--- src/rtl/alu_result_stage_pkg.sv ---
// Shared ALU result-path types: flag bit positions and the buffered result record.
package ALUOperations;

  localparam int ALU_DATA_W = 32;
  localparam int ALU_FLAG_W = 7;
  localparam int ALU_RD_W   = 5;

  localparam int FLAG_CARRY   = 0;
  localparam int FLAG_ODDPAR  = 1;
  localparam int FLAG_EVENPAR = 2;
  localparam int FLAG_OVF     = 3;
  localparam int FLAG_NEG     = 4;
  localparam int FLAG_ZERO    = 5;
  localparam int FLAG_DIVZ    = 6;

  typedef struct packed {
    logic divz;
    logic zero;
    logic neg;
    logic ovf;
    logic even_par;
    logic odd_par;
    logic carry;
  } alu_flags_t;

  typedef struct packed {
    logic [ALU_DATA_W-1:0] result;
    alu_flags_t            flags;
    logic [ALU_RD_W-1:0]   rd;
    logic                  wr_en;
    logic                  flags_wr_en;
  } alu_result_t;

endpackage

--- src/rtl/alu_skid_buffer.sv ---
// Two-entry valid/ready buffer (head + skid) with a registered ready and a
// synchronous clear; both entries are exported so the parent can inspect them.
module alu_skid_buffer #(
  parameter int W = 8
) (
  input  logic         clk,
  input  logic         rst_n,
  input  logic         flush,
  input  logic         in_valid,
  output logic         in_ready,
  input  logic [W-1:0] in_data,
  input  logic         out_ready,
  output logic         main_valid,
  output logic [W-1:0] main_data,
  output logic         skid_valid,
  output logic [W-1:0] skid_data
);

  logic push, pop;
  logic main_vld_n, skid_vld_n;

  assign push = in_valid & in_ready & ~flush;
  assign pop  = main_valid & out_ready;

  // skid_valid implies main_valid; a full buffer never accepts
  always_comb begin
    main_vld_n = main_valid;
    skid_vld_n = skid_valid;
    if (flush) begin
      main_vld_n = 1'b0;
      skid_vld_n = 1'b0;
    end else if (skid_valid) begin
      if (pop) skid_vld_n = 1'b0;
    end else if (main_valid) begin
      if (push && !pop)      skid_vld_n = 1'b1;
      else if (pop && !push) main_vld_n = 1'b0;
    end else begin
      main_vld_n = push;
    end
  end

  always_ff @(posedge clk or negedge rst_n) begin
    if (!rst_n) begin
      main_valid <= 1'b0;
      skid_valid <= 1'b0;
      in_ready   <= 1'b0;
      main_data  <= '0;
      skid_data  <= '0;
    end else begin
      main_valid <= main_vld_n;
      skid_valid <= skid_vld_n;
      in_ready   <= ~skid_vld_n;
      if (skid_valid && pop)
        main_data <= skid_data;
      else if (push && (!main_valid || pop))
        main_data <= in_data;
      if (push && main_valid && !pop)
        skid_data <= in_data;
    end
  end

endmodule

--- src/rtl/alu_result_stage.sv ---
// Registered ALU output stage: FIFO-ordered result buffer, architectural
// status-flag register and carry forwarding back to the ALU.
module alu_result_stage
  import ALUOperations::*;
#(
  parameter int DATA_W = ALU_DATA_W,
  parameter int FLAG_W = ALU_FLAG_W,
  parameter int RD_W   = ALU_RD_W
) (
  input  logic              clk,
  input  logic              rst_n,
  input  logic              flush,
  input  logic              inValid,
  output logic              inReady,
  input  logic [DATA_W-1:0] inResult,
  input  logic [FLAG_W-1:0] inFlags,
  input  logic [RD_W-1:0]   inRd,
  input  logic              inWrEn,
  input  logic              inFlagsWrEn,
  output logic              outValid,
  input  logic              outReady,
  output logic [DATA_W-1:0] outResult,
  output logic [RD_W-1:0]   outRd,
  output logic              outWrEn,
  output logic [FLAG_W-1:0] statusFlags,
  output logic              carryFwd
);

  localparam int PAY_W = $bits(alu_result_t);

  alu_result_t in_ent, main_ent, skid_ent;
  alu_flags_t  status_q;
  logic        main_vld, skid_vld;
  logic        skid_unused;

  assign in_ent = {inResult, inFlags, inRd, inWrEn, inFlagsWrEn};

  alu_skid_buffer #(.W(PAY_W)) u_buf (
    .clk        (clk),
    .rst_n      (rst_n),
    .flush      (flush),
    .in_valid   (inValid),
    .in_ready   (inReady),
    .in_data    (in_ent),
    .out_ready  (outReady),
    .main_valid (main_vld),
    .main_data  (main_ent),
    .skid_valid (skid_vld),
    .skid_data  (skid_ent)
  );

  assign outValid    = main_vld;
  assign outResult   = main_ent.result;
  assign outRd       = main_ent.rd;
  assign outWrEn     = main_ent.wr_en;
  assign statusFlags = status_q;

  // Commit happens on retire, independent of flush
  always_ff @(posedge clk or negedge rst_n) begin
    if (!rst_n)
      status_q <= '0;
    else if (main_vld && outReady && main_ent.flags_wr_en)
      status_q <= main_ent.flags;
  end

  // Youngest flag-writing entry wins; skid is younger than main
  always_comb begin
    carryFwd = status_q[FLAG_CARRY];
    if (skid_vld && skid_ent.flags_wr_en)
      carryFwd = skid_ent.flags[FLAG_CARRY];
    else if (main_vld && main_ent.flags_wr_en)
      carryFwd = main_ent.flags[FLAG_CARRY];
  end

  assign skid_unused = ^{skid_ent.result, skid_ent.rd, skid_ent.wr_en,
                         skid_ent.flags[ALU_FLAG_W-1:FLAG_CARRY+1]};

endmodule

--- config.mk ---
export PLATFORM = sky130hd
export DESIGN_NAME = alu_result_stage
export DESIGN_NICKNAME = d
export VERILOG_FILES = /design/src/rtl/alu_result_stage_pkg.sv /design/src/rtl/alu_skid_buffer.sv /design/src/rtl/alu_result_stage.sv
export SDC_FILE = /design/constraint.sdc
export NUM_CORES = 1
export LEC_CHECK = 0
export ABC_AREA = 0
export CAP_MARGIN = 40
export CELL_PAD_IN_SITES_DETAIL_PLACEMENT = 0
export CELL_PAD_IN_SITES_GLOBAL_PLACEMENT = 1
export CORE_UTILIZATION = 32
export CTS_CLUSTER_DIAMETER = 40
export CTS_CLUSTER_SIZE = 28
export DETAILED_ROUTE_END_ITERATION = 7
export PLACE_DENSITY_LB_ADDON = 0.1
export REMOVE_ABC_BUFFERS = 1
export SLEW_MARGIN = 20
export SYNTH_ARGS = -nofsm -noshare
export SYNTH_HDL_FRONTEND = slang
export SYNTH_SLANG_ARGS = --single-unit
--- constraint.sdc ---
create_clock -name clk -period 4.1 [get_ports clk]
set_clock_uncertainty 0.2 [all_clocks]
set_input_delay 0.82 -clock clk [delete_from_list [all_inputs] [get_ports clk]]
set_output_delay 0.82 -clock clk [all_outputs]
set_load 0.02 [all_outputs]
# Word-level counts from Yosys, hierarchy flattened
# Cells that the tools add are included.
# word_totals
ff_bits	102
input_bits	51
out_inout_bits	48
# op_classes
eq_ne	1
mux	14
bitwise	5
reduce_logical	15
# ops
operator	n
2-to-1 mux 46 bit	2
2-to-1 mux 1 bit	12
logical AND 1 bit	10
AND 1 bit	3
logical NOT 1 bit	3
inequality test 2 bit, second input constant	1
inverter 1 bit	2
nonzero test 2 bit	1
logical OR 1 bit	1

# Longest topological paths before layout
# Gate-level depths: netlist of the first run.
# depth
word_depth	9
mapped_depth	5
mapped_depth_nobuf	3

# By module
# From an unflattened synthesis of the first run, not the netlist that was laid out.
# unflattened
cells_unflattened	278
hier_area_um2	4762.1
# by_module_without_submodules
module	instances	cells_each	area_each_um2	seq_area_each_um2
alu_skid_buffer	1	258	4456.8	2377.3
alu_result_stage	1	20	305.3	175.2

# Least setup slack after synthesis of the first run
# OpenSTA, ideal clock, no wires.
# synth_timing
kind	register to output
startpoint	register u_buf.main_valid
endpoint	output port carryFwd
arrival_ns	1.237
required_time_ns	3.080
path_slack_ns	1.843
path_stages_with_launch	5
n_path_buf	1
path_cell_list	dfrtp_1 > buf_2 > nand2_1 > mux2i_1 > a21oi_1
# synth_between
elab_chain_cells	3
# synth_rtl
element	line_no	rtl
from (decl)	alu_skid_buffer.sv:13	output logic main_valid,
from (signal assigned)	alu_skid_buffer.sv:50	main_valid <= main_vld_n;
logical AND 1 bit	alu_result_stage.sv:71	else if (main_vld && main_ent.flags_wr_en)
2-to-1 mux 1 bit	alu_result_stage.sv:71	
2-to-1 mux 1 bit	alu_result_stage.sv:69	if (skid_vld && skid_ent.flags_wr_en)
to (decl)	alu_result_stage.sv:26	output logic carryFwd
# No other way between the ends.

# Worst setup path after layout of the first run
# Ends and elaborated chain as after synthesis.

==> results.md, run 1 <==
* Area of the core at between 0.01 and 0.015 mm^2
* Synth-to-Final Area Change at 25.2%
* CTS tree: yes
* Tmin final at 2.95 ns
* Placer Congestion at roughly 0.66
* Post-CTS Setup Bufs at 0
* Clk Latency, worst-skew pair at about 0.34 ns
* Worst setup EP type: primary output
* Sequential-to-total area share from yosys stat at a little over half
* Largest net degree at the start of global routing at a little under 50
* Count of endpoints failing setup in the final report at 0
* Top-area cell type share of the netlist area at 52.3%
* NetSw at 0.819 mW
* Flop pwr share at ~45%
* Detailed Place HPWL at between 5000 and 6000 um
* Initial antenna violation count at 0
* Cell leakage power at roughly 2.6 nW
* RSZ-0062 raised after global routing: false
* Crit path launch: u_buf.main_valid
* WP buf/inv at 1
* Synthesized area at ~0.0049 mm^2
* Pint at around 2.3 mW
* Failing checks: design-rule violations
* Final WL at a little over 9000 um
* First DRT Iteration DRCs at 64
* Clk pwr share at a little under a third
* Slowest stage cell, crit path: clkdlybuf4s50_1
* Root buffer cell: clkbuf_16
* WL/cell at roughly 16 um
* Syn avg cell area at ~15 um^2
* Die width at about 130 um
* Cell chain of the critical path: nand2_1 -> mux2i_1 -> a21oi_1 -> clkdlybuf4s50_1
* CP peak stage delay at between 0.6 and 0.7 ns
* Crit path max fanout at 9
* Reg2reg start: u_buf.main_valid
* Worst path arrival time at ~1.9 ns
* Most common cell after layout, fill and taps aside: mux2_2
* Vias per std cell at 4.62
* CP startpoint kind: flop
* Hold_ws at 0.217 ns
* Slew headroom at around 59%
* DR DRC count at 7
* Fin. max-slew vios at 0
* CTS Hold Buffers Added at 0
* Share of layout cells above drive strength 1 at 44.3%
* Worst hold path type: in2async
* Routed via count at 2624
* DR pass1 iterations at 5
* Fin nets at 430
* Max VDD drop at approximately 180 uV
* Post-DRT Antenna Nets at 0
* First-pass GRT wire length at around 15000 um
* Aggregate global-route resource usage at about an eighth
* Switching fraction of total power at between 20% and 30%
* Num CTS Buffers at 9
* Initial Util at between 30 and 40%
* Yosys cell types at 19
* Max clock buf depth at 2
* # rows at between 40 and 50
* Period utilization at a little under three quarters
* Gate power share at around a quarter
* Final hold violation count at 0
* Chip height at roughly 130 um
* Critical Path RT at 3.08 ns
* Worst slew pin tran at ~0.61 ns
* PortBufs at 98
* Most frequent cells in the layout: mux2_2, dfrtp_1, clkdlybuf4s50_1
* Die ar. at 0.0157 mm^2
* PwrDens at 504 mW/mm^2
* PostCTS Resize Cnt at 0
* Crit path max-delay family: buffers and inverters
* Setup TNS Final at 0 ns
* Placed insts at roughly 550
* Register bit total from synthesis at roughly 100
* Vias in the first global route at around 2800
* Post-route insts no fill at 568
* Reg clk slew, reported paths at ~0.070 ns
* Run status: finished, violations left
* Fmax achieved at between 0.3 and 0.4 GHz
* Setup CP Type: reg2out
* I/O pin total at 99
* Layout Utilization at approximately two fifths
* Max_cap viols at 0
* H-Tree Level Count at 3
* Synth area leader: dfrtp_1
* Syn Inst Count at about 320
* Sink Count at slightly above 100
* Overflow after GRT at 0
* Warnings from Yosys at 0
* Synth area leaders: dfrtp_1, mux2_2, mux2_4, buf_4, buf_6
* Ant. Diodes at 0
==> Yosys cell counts (all sizes together) <==
cell / n
mux2: 145
mux2i: 1
nand3: 2
o21ai: 2
a31oi: 1
nor3b: 1
a21oi: 2
dfrtp: 102
nor2: 1
buf: 52
nand2: 3
o21a: 1
nand3b: 2
inv: 1
a22oi: 1
==> through the flow <==
stage | cell area [um^2] | worst slack, ns | total power [mW]
floorplan | 4470 | 0.405 | 1.79
global placement | 5760 | 0.947 | 2.16
detailed placement | 5780 | 0.913 | 2.18
CTS | 6110 | 1.11 | 3.13
global route | 6110 | 1.03 | 3.24
finish | 6110 | 1.15 | 3.08
==> final timing paths <==
check | slack [ns] | cells past startpoint | end
hold reg to reg | 0.30 | 1 | u_buf.skid_data[45]
setup reg to reg | 1.86 | 4 | u_buf.main_data[17]
min in group clk | 0.30 | 1 | u_buf.skid_data[45]
setup / recovery | 1.15 | 4 | carryFwd
hold / removal | 0.22 | 1 | u_buf.main_valid
max in group asynchronous | 2.65 | 3 | u_buf.main_data[7]
==> sequential cells by signal, summed over array words and instances (netlist names) <==
signal	flops
u_buf.main_data	46
u_buf.skid_data	46
statusFlags	7
u_buf.in_ready	1
u_buf.main_valid	1
u_buf.skid_valid	1
==> layer usage <==
layer | up-vias | wire [um] | GRT usage, %
li1 | 1206 | - | -
met1 | 1340 | 4280 | 15.9
met2 | 66 | 4140 | 18.9
met3 | 12 | 620 | 4.28
met4 | 0 | 177 | 6.46
met5 | - | 0 | 0
==> kinds of logic after synthesis <==
kind of cell | after synthesis | share of synthesized area, %
and+or+nand+nor | 9 | 1.33
AOI/OAI and AO/OA | 7 | 1.13
buffers and inverters | 53 | 8.49
DFF | 102 | 52.3
muxes | 146 | 36.7
==> cell type report <==
type / count / area [um^2]
fill: 1371 / 8590
sequential: 102 / 2550
clock inverter: 5 / 81.3
multi-input combinational: 162 / 1920
tap: 184 / 230
clock buffer: 11 / 243
inverter: 1 / 3.75
timing repair buffer: 103 / 1080
==> power by group through the flow <==
stage	sequential [mW]	combinational, mW	clock (mW)
CTS	1.38	0.784	0.970
detailed placement	1.40	0.781	0
floorplan	1.50	0.289	0
global route	1.41	0.824	1.01
finish	1.38	0.771	0.934
global placement	1.39	0.766	0
==> worst reg2reg max path: cells and delay by family, from the launching register on <==
kind            cells  cell delay [ns]
mux                 1             0.38
compound gates      1             0.53
buf+inv             1             0.31
flops               1             0.55
simple gates        1             0.15
No activity file was read; power rests on OpenSTA's default activity.
==> run 2, diff against run 1 <==
==> constraint.sdc (replaced) <==
create_clock -name clk -period 3 [get_ports clk]
set_clock_uncertainty 0.2 [all_clocks]
set_input_delay 0.6 -clock clk [delete_from_list [all_inputs] [get_ports clk]]
set_output_delay 0.6 -clock clk [all_outputs]
set_load 0.02 [all_outputs]
==> results.md, run 2 (same netlist as run 1, synthesis figures left out) <==
* Run status: finished, violations left
* Failing checks: design-rule violations
* Cell leakage power at 2.65 nW (+0.17%)
* CTS Hold Buffers Added at 0 (unchanged)
* Final WL at 9240 um (+0.21%)
* H-Tree Level Count at 3 (unchanged)
* DR pass1 iterations at 6 (+1)
* Count of endpoints failing setup in the final report at 0 (unchanged)
* Share of layout cells above drive strength 1 at 44.7% (+0.46 points)
* Final hold violation count at 0 (unchanged)
* Root buffer cell: clkbuf_16
* RSZ-0062 raised after global routing: false
* PostCTS Resize Cnt at 0 (unchanged)
* Post-CTS Setup Bufs at 0 (unchanged)
* Post-DRT Antenna Nets at 0 (unchanged)
* Grt met2 use at 19.2% (+0.29 points)
* Placer Congestion at 0.642 (-3.2%)
* Period utilization at a little under nine tenths
* Largest net degree at the start of global routing at 49 (unchanged)
* Setup CP Type: reg2out
* Die width at 125 um (unchanged)
* Tmin final at between 2 and 3 ns
* # rows at 44 (unchanged)
* Fin nets at 435 (+1.2%)
* PwrDens at 678 mW/mm^2 (+34%)
* RR Endpoint: u_buf.main_data[3]
* Worst hold path type: in2async
* First DRT Iteration DRCs at 65 (+1.6%)
* Fin area at 0.00610 mm^2 (-0.14%)
* Num CTS Buffers at 9 (unchanged)
* Worst setup EP type: primary output
* Most frequent cells in the layout: mux2_2, dfrtp_1, clkdlybuf4s50_1
* Critical Path RT at 2.20 ns (-0.88 ns)
* Clk Latency, worst-skew pair at 0.34 ns (about the same)
* Global routing's busiest layer: met2
* Max clock buf depth at 2 (unchanged)
* Worst path arrival time at 1.77 ns (-0.16 ns)
* Flop2flop setup slack at 1.06 ns (-0.80 ns)
* Synth-to-Final Area Change at 25.0%
* GR Util met1 at 17.2% (+1.2 points)
* Worst slew pin tran at 0.495 ns (-0.114 ns)
* CTS tree: yes
* Die ar. at 0.0157 mm^2 (unchanged)
* Detailed Place HPWL at 5970 um (+2.9%)
* First-pass GRT wire length at 15100 um (+0.92%)
* Setup TNS Final at 0 ns (unchanged)
* Vias per std cell at 4.57 (-1.2%)
* Sink Count at 102 (unchanged)
* Reg clk slew, reported paths at 0.06 ns (about the same)
* Reg2reg start: u_buf.main_valid
* Slew headroom at 67.0% (+7.6 points)
* Most common cell after layout, fill and taps aside: mux2_2
* Chip height at 125 um (unchanged)
* CP startpoint kind: flop
* Vias in the first global route at 2804 (-0.60%)
* Ant. Diodes at 0 (unchanged)
* Fin. max-slew vios at 0 (unchanged)
* Fmax achieved at 0.388 GHz
* I/O pin total at 99 (unchanged)
* DR DRC count at 7 (unchanged)
* Routed via count at 2616 (-0.30%)
* Max_cap viols at 0 (unchanged)
* Initial antenna violation count at 0 (unchanged)
* Crit path max fanout at 8 (-1)
* Crit path launch: u_buf.skid_valid
* Met3 Resource Use GR at 3.04% (-1.2 points)
* Dpl cell area at 0.00580 mm^2 (+0.22%)
* Area of the core at 0.0147 mm^2 (unchanged)
* PortBufs at 98 (unchanged)
* Overflow after GRT at 0 (unchanged)
* Max VDD drop at 277 uV (+52%)
* WL/cell at 16.1 um (-0.67%)
* Initial Util at 33.2% (unchanged)
* Aggregate global-route resource usage at 12.7% (+0.20 points)
* Worst-case reg-to-reg path depth at 5 (+1)
[run 2: cell count changes in the layout (fill, tap and decap cells not counted), sizes merged]
cell and delta:
inv -1, clkbuf +2, bufinv -1, buf +5
[run 2: worst max path at each step]
| stage | end | slack, ns | cells after the start |
|---|---|---|---|
| 5_1_grt | carryFwd | 0.29 | 4 |
| 2_1_floorplan | u_buf.skid_data[0] | -0.48 | 3 |
| 4_1_cts | carryFwd | 0.39 | 4 |
| 3_3_place_gp | u_buf.skid_data[32] | 0.40 | 5 |
| 6_report | carryFwd | 0.43 | 4 |
| 3_5_place_dp | u_buf.skid_data[4] | 0.35 | 5 |
[run 2: final cells by class]
cell class / count / area (um^2)
clock buffer: 13 / 260
clock inverter: 3 / 42.5
fill: 1359 / 8600
inverter: 1 / 3.75
multi-input combinational: 162 / 1920
sequential: 102 / 2550
tap: 184 / 230
timing repair buffer: 108 / 1090
[run 2: power by group]
group | switching, mW | internal [mW]
Combinational | 0.427 | 0.630
Clock | 0.506 | 0.692
Sequential | 0.173 | 1.71
Total | 1.11 | 3.03
[run 2: through the flow]
step	hold slack, ns	total power, mW	setup WS [ns]	instances	utilization (%)
2_1_floorplan	0.104	2.45	-0.475	265	-
3_3_place_gp	0.286	2.95	0.402	557	39.4
3_5_place_dp	0.290	2.98	0.345	557	39.4
4_1_cts	0.0324	4.20	0.394	573	41.5
5_1_grt	0.0551	4.36	0.287	573	41.5
6_report	0.0122	4.14	0.426	573	41.5
[run 2: worst max-delay path: stages, from the launching register on]
cell,delay [ns]
dfrtp_1,0.47
nand2_1,0.13
nor2_1,0.04
a21oi_1,0.15
clkdlybuf4s50_1,0.63
[run 2: routing by layer]
layer	part of all wire, %	up-vias
li1	-	1209
met1	49	1323
met2	44	70
met3	5.5	14
met4	2.0	0
met5	0	-
